`config.mk`:
```
export PLATFORM = sky130hd
export DESIGN_NAME = pwm_decoder
export DESIGN_NICKNAME = d
export VERILOG_FILES = /design/src/rtl/pwm_decoder.sv
export SDC_FILE = /design/constraint.sdc
export NUM_CORES = 1
export LEC_CHECK = 0
export BUFFER_PORTS_ARGS = -buffer_cell sky130_fd_sc_hd__buf_2
export CAP_MARGIN = 20
export CORE_MARGIN = 2
export CORE_UTILIZATION = 58
export DETAILED_ROUTE_END_ITERATION = 8
export HOLD_SLACK_MARGIN = 0.1
export PLACE_DENSITY = 0.8
export SYNTH_ARGS = -nofsm -noshare
export SYNTH_HDL_FRONTEND = slang
export SYNTH_SLANG_ARGS = --single-unit
```
`constraint.sdc`:
```
create_clock -name clk -period 2.5 [get_ports clk]
set_input_delay 0.25 -clock clk [delete_from_list [all_inputs] [get_ports clk]]
set_output_delay 0.25 -clock clk [all_outputs]
set_load 0.02 [all_outputs]
```
`src/rtl/pwm_decoder.sv`:
```
// pwm_decoder: recovers duty level, high time and period from an asynchronous PWM input,
// flagging stuck-low/stuck-high inputs by timeout.
module pwm_decoder #(
  parameter int LEVEL_W = 4,
  parameter int CNT_W   = 16,
  parameter int SHIFT   = 0,
  parameter int TIMEOUT = 1000
) (
  input  logic               clk,
  input  logic               rst,
  input  logic               pwm_in,
  output logic [LEVEL_W-1:0] level,
  output logic [CNT_W-1:0]   high_time,
  output logic [CNT_W-1:0]   period,
  output logic               valid,
  output logic               locked,
  output logic               stuck
);
  typedef enum logic [1:0] {IDLE, ARMED, LOCKED, STUCK} state_t;
  localparam logic [CNT_W-1:0]   CNT_MAX = {CNT_W{1'b1}};
  localparam logic [LEVEL_W-1:0] LVL_MAX = {LEVEL_W{1'b1}};
  localparam logic [CNT_W-1:0]   TO      = CNT_W'(TIMEOUT);
  state_t state, state_nxt;
  logic s1, s2, p, p_d, rise, fall, measuring, capture, to_stuck, stuck_fall;
  logic [CNT_W-1:0] period_cnt, high_cnt, high_sh;
  logic [LEVEL_W-1:0] level_cap;
  assign p          = s2;
  assign rise       = p & ~p_d;
  assign fall       = ~p & p_d;
  assign measuring  = state == ARMED || state == LOCKED;
  assign high_sh    = high_cnt >> SHIFT;
  assign level_cap  = high_sh > CNT_W'(LVL_MAX) ? LVL_MAX : high_sh[LEVEL_W-1:0];
  assign locked     = state == LOCKED;
  assign stuck      = state == STUCK;
  always_ff @(posedge clk or posedge rst)
    if (rst) {s1, s2, p_d} <= '0;
    else     {s1, s2, p_d} <= {pwm_in, s1, s2};
  always_ff @(posedge clk or posedge rst)
    if (rst) begin
      period_cnt <= '0;
      high_cnt   <= '0;
    end else begin
      period_cnt <= rise ? CNT_W'(1) : period_cnt == CNT_MAX ? period_cnt : period_cnt + CNT_W'(1);
      high_cnt   <= rise ? CNT_W'(1) : (p && high_cnt != CNT_MAX) ? high_cnt + CNT_W'(1) : high_cnt;
    end
  always_ff @(posedge clk or posedge rst)
    if (rst) state <= IDLE;
    else     state <= state_nxt;
  // a rise always wins over a coincident timeout
  always_comb begin
    state_nxt  = state;
    capture    = 1'b0;
    to_stuck   = 1'b0;
    stuck_fall = 1'b0;
    if (rise) begin
      capture   = measuring;
      state_nxt = measuring ? LOCKED : ARMED;
    end else if (state != STUCK && period_cnt == TO) begin
      to_stuck  = 1'b1;
      state_nxt = STUCK;
    end else begin
      stuck_fall = stuck && fall;
    end
  end
  always_ff @(posedge clk or posedge rst)
    if (rst) begin
      level     <= '0;
      high_time <= '0;
      period    <= '0;
      valid     <= 1'b0;
    end else begin
      valid <= capture | to_stuck | stuck_fall;
      if (capture) begin
        level     <= level_cap;
        high_time <= high_cnt;
        period    <= period_cnt;
      end else if (to_stuck) begin
        level     <= p ? LVL_MAX : '0;
        high_time <= p ? period_cnt : '0;
      end else if (stuck_fall) begin
        level     <= '0;
        high_time <= '0;
      end
    end
endmodule

```
# Word level (Yosys, flattened, before mapping)
# Index checks and enable logic that the tools add are counted.
[totals] inputBits=3 regBits=74 wordCells=55 output_inout_bits=39
[op_classes] bitwise=6 magnitude_cmp=1 addsub=2 reduce_logical=7 n_mux=21 n_eq_ne=8
[op_table] cell="$mux W16" count=8
[op_table] cell="$add A16 B1 Y16 const B" count=2
[op_table] cell="$mux W4" count=5
[op_table] cell="$eq A16 B10 Y1 const B" count=1
[op_table] cell="$eq A16 B16 Y1 const B" count=1
[op_table] cell="$gt A16 B4 Y1 const B" count=1
[op_table] cell="$ne A16 B16 Y1 const B" count=1
[op_table] cell="$mux W2" count=3
[op_table] cell="$mux W1" count=5
[op_table] cell="$eq A2 B2 Y1 const B" count=2
[op_table] cell="$ne A2 B2 Y1 const B" count=2
[op_table] cell="$reduce_bool A2 Y1" count=2
[op_table] cell="$logic_and A1 B1 Y1" count=3
[op_table] cell="$reduce_bool A3 Y1" count=1
[op_table] cell="$and A1 B1 Y1" count=2
[op_table] cell="$eq A2 B1 Y1 const B" count=1
[op_table] cell="$not A1 Y1" count=2
[op_table] cell="$or A1 B1 Y1" count=2
[op_table] cell="$logic_or A1 B1 Y1" count=1

# Logic depth before layout (Yosys ltp)
[logic_depth] word_depth=8 ltp_mapped=7 depth_no_buf=7

# Worst setup path before layout
# Ideal clock, no wire load.
[synth_path] kind="reg-to-reg" start="register period_cnt[0]" end="register level[0]" arrival_ns=2.042 setup_ns=0.124 n_path_buf=1 required_ns=2.376 stages_incl_launch_ff=8 synth_period_minus_slack_ns=2.165 setup_slack_ns=0.335 cell_sequence="dfrtp_1 inv_1 ha_1 or4b_4 nor4_4 a31oi_4 buf_6 a211o_1"
[synth_via] elab_chain_len=6 elab_cells_between_ends=9 cone_classes="eq/ne: 1; mux: 6; reduce/logical: 2"
[synth_rtl] item="start: declaration" line="25" text="logic [CNT_W-1:0] period_cnt, high_cnt, high_sh;"
[synth_rtl] item="start signal: assignment" line="43" text="period_cnt <= rise ? CNT_W'(1) : period_cnt == CNT_MAX ? period_cnt : period_cnt + CNT_W'(1);"
[synth_rtl] item="$eq A16 B10 Y1 *" line="58" text="end else if (state != STUCK && period_cnt == TO) begin"
[synth_rtl] item="$logic_and A1 B1 Y1 *" line="58"
[synth_rtl] item="$mux W1" line="58"
[synth_rtl] item="$mux W1" line="55" text="if (rise) begin"
[synth_rtl] item="$mux W4" line="77" text="end else if (to_stuck) begin"
[synth_rtl] item="$mux W4" line="73" text="if (capture) begin"
[synth_rtl] item="end signal: assignment" line="74" text="level <= level_cap;"
[synth_rtl] item="end signal: assignment" line="78" text="level <= p ? LVL_MAX : '0;"
[synth_rtl] item="end: declaration" line="12" text="output logic [LEVEL_W-1:0] level,"
# Mark *: on every way between the ends. The rest lies on a longest branch, timed or not.
# A chain may end at the register's enable or synchronous reset.

# Worst setup path in the final report
[layout_path] start="register period_cnt[0]" end="register high_time[14]"
[layout_via] elab_chain_len=6 elab_cells_between_ends=9 cone_classes="eq/ne: 1; mux: 6; reduce/logical: 2"
[layout_rtl] item="$eq A16 B10 Y1 *" line="58"
[layout_rtl] item="$logic_and A1 B1 Y1 *" line="58"
[layout_rtl] item="$mux W1" line="58"
[layout_rtl] item="$mux W1" line="55"
[layout_rtl] item="$mux W16" line="77"
[layout_rtl] item="$mux W16" line="73"
[layout_rtl] item="end signal: assignment" line="75" text="high_time <= high_cnt;"
[layout_rtl] item="end signal: assignment" line="79" text="high_time <= p ? period_cnt : '0;"
[layout_rtl] item="end: declaration" line="13" text="output logic [CNT_W-1:0] high_time,"
# Marked as above.

==> summary.txt <==
Detailed routing
  – Met2 wire length: 4458 um
  – Uppermost routed layer: met4
  – Routed Antenna Nets: 0
  – Routed via count: 3019
  – DR pass1 iterations: 4
  – Iter 0 DRT Violations: 222
  – Met1 wire length: 3333 um
  – WL/cell: 18.30 um
  – Metal3 WL: 538 um
  – Post-Route WL: 8564 um
  – Remaining DRCs: 0
  – Avg Vias per Cell: 6.451

Clock network
  – Clock Latency Late Sink: 0.35 ns
  – CTS HTree Levels: 3
  – Clock Sinks: 74
  – Root Buffer: clkbuf_8
  – TritonCTS clock tree: done
  – Longest Clk Path Bufs: 2
  – Clock buffers created by TritonCTS: 9
  – Clock-pin slew on the worst setup and hold paths: 0.07 ns
  – Cts repair resizes: 0

Yosys
  – Leading post-synthesis cells by cell area: dfrtp_1 52%, mux2_2 4.1%, o21ai_0 3.1%
  – Seq/Total Area, Yosys: 51.77%
  – Most used flip-flop cell after synthesis: dfrtp_1
  – Net count after synthesis: 343
  – Post-synth top area share: 51.77%
  – Post-synth EDFFs: 0
  – Library cells used by synthesis: 55
  – Asr flop ratio synth: 100.0%
  – Top-count cell post-synth: dfrtp_1
  – Synth warn: 0
  – Commonest cells in the netlist: 74 x dfrtp_1, 22 x o21ai_0, 20 x a21oi_1, 18 x nand2_1, 18 x nor2_1
  – Mapped Cells: 335
  – Yosys reg bits: 74
  – Mapped cell area: 3577 um^2
  – Syn avg cell area: 10.68 um^2
  – Yosys top cell by area: dfrtp_1

Cells and area
  – Area grow syn2layout: 15.18%
  – Filler instances: 454
  – Final-stage net count: 396
  – Layout cells sized above 1: 27.99%
  – Antenna cell count: 0

Timing
  – Period utilization: 92.45%
  – RSZ-0062 raised after global routing: no
  – Number of setup violations in the final report: 0
  – Clock Skews: 0.009347 ns
  – Setup tns final: 0 ns
  – Actual slew at the worst max-slew pin: 0.6090 ns
  – Final hold viol count: 0
  – Min Tclk post-route: 2.311 ns
  – Achievable Freq: 432.7 MHz
  – Max_slew headroom: 59.31%
  – Slew Viols, Final: 0

GRT
  – Global-route total usage across every layer: 27.61%
  – Congestion Overflow GR: 0
  – Largest net degree at the start of global routing: 33
  – First-pass GRT wire length: 13870 um
  – Initial antenna violation count: 0
  – Number of global-route vias before repair: 2874

Die
  – Die Ht: 82.54 um
  – Row count: 28
  – Horiz. Die Dim: 82.54 um
  – Initial Utilization: 60.06%
  – Die area: 6812 um^2
  – I/O pin cnt: 42
  – Core Region: 5956 um^2

Power and ir drop
  – Clk pwr share: 25.3%
  – P_int: 2.222 mW
  – Seq pwr share: 45.3%
  – Pleak: 1.914 nW
  – Total chip power: 3.417 mW
  – Combinational Power Share: 29.3%
  – Sw Ratio: 34.98%
  – Worst vdd rail ir drop: 0.0005913 V
  – Sw Pwr: 1.195 mW
  – Power per cell area: 829.3 nW/um^2

Critical path
  – Crit end category: flop
  – CP arrival: 2.55 ns
  – Critical Path, Cell by Cell: inv_1, ha_1, or4b_4, nor4_4, a31oi_4, buf_4, a22o_2
  – Top Family by Delay on Critical Path: simple AND/OR/NAND/NOR gates
  – Worst-path fanout max: 9
  – CP startpoint kind: flop
  – Critical path's largest stage delay: 0.47 ns
  – WP data required: 2.74 ns
  – WS Path Type: flop to flop
  – Worst Path Buf+Inv: 2
  – Slowest cell on the critical path: or4b_4

Run
  – Max Cap Viol: 0

Placed design
  – RD Place Congestion: 0.9455
  – Hpwl dp: 6056 um
  – I/O Buffers: 41

Hold path
  – Hold Path Class: flop to flop

Status
  – Outcome: complete, no violations
==> placed cells by master (no fill, tap or decap), types with 3 or more instances in the layout <==
master,count
dfrtp_1,74
and2_1,7
nand4_1,14
and4_1,5
a21oi_1,20
o31ai_1,5
a31oi_1,3
o22a_1,6
nor4_1,7
o41ai_1,3
clkbuf_8,12
nand2_1,18
a22o_2,8
mux2_2,13
o21a_1,4
inv_1,8
nor3_1,10
nand3_1,11
or3_1,8
and3_1,4
buf_2,41
ha_1,5
buf_4,16
or4_1,5
o21ai_0,22
nor2_1,17
==> per-stage QoR <==
step                area, um^2  setup slack (ns)  util [%]  cells  hold slack, ns
floorplan                 3577            0.3345         -    335          0.2814
global route              4120           0.05030     69.18    468          0.3606
global placement          3918            0.2597     65.78    450          0.2346
CTS                       4120            0.1886     69.18    468          0.3531
finish                    4120            0.1889     69.18    468          0.3505
detailed placement        3918            0.2036     65.78    450          0.2366
==> flip-flops by register name, summed over array words and instances (netlist names) <==
signal	flops
high_time	16
p	1
high_cnt	16
valid	1
s1	1
period_cnt	16
p_d	1
state	2
level	4
period	16
==> final timing paths <==
| kind | start | to | slack (ns) | depth (start not counted) |
|---|---|---|---|---|
| worst max-delay path | period_cnt[0] | high_time[14] | 0.19 | 7 |
| worst min-delay path | s1 | p | 0.35 | 0 |
| worst max register to register | period_cnt[0] | high_time[14] | 0.19 | 7 |
| worst min register to register | s1 | p | 0.35 | 0 |
| max in group asynchronous | rst | high_cnt[4] | 1.38 | 4 |
| min in group asynchronous | rst | period[10] | 0.41 | 3 |
==> area by class of cell <==
type / instances / area (um^2) / share of cell area, %
clock buffers: 14 / 172.7 / 4.191
clock inverters: 2 / 10.01 / 0.2429
repair buffers: 59 / 345.3 / 8.381
well taps: 75 / 93.84 / 2.278
flip-flops and latches: 74 / 1852 / 44.94
multi-input cells: 235 / 1613 / 39.14
inverters: 9 / 33.78 / 0.8199
==> metal layers <==
layer	track usage, %	up-vias
met5	0	-
met4	13.11	0
met3	6.304	21
met2	48.39	142
met1	31.90	1459
li1	-	1397
==> logic make-up (layout without fill, tap and decap cells) <==
family | count (synthesis) | in the layout | share of synthesized area [%]
compound gates | 92 | 92 | 18.36
flops | 74 | 74 | 51.77
fa+ha+maj | 5 | 5 | 1.749
mux | 15 | 15 | 4.652
xor+xnor | 2 | 2 | 0.4898
buf+inv | 26 | 84 | 3.218
simple gates | 121 | 121 | 19.76
==> timing repair <==
item,in CTS,in global routing
setup buffers,0,0
hold buffers,2,0
hold endpoints to repair,17,0
==> power groups by stage <==
| stage | Clock, mW | Combinational [mW] | Sequential [mW] |
|---|---|---|---|
| 2_1_floorplan | 0 | 0.543 | 1.69 |
| 3_3_place_gp | 0 | 0.971 | 1.56 |
| 3_5_place_dp | 0 | 1.01 | 1.57 |
| 4_1_cts | 0.871 | 1.01 | 1.55 |
| 5_1_grt | 0.935 | 1.09 | 1.58 |
| 6_report | 0.866 | 1.00 | 1.55 |
Power figures use the tool's default switching activity.
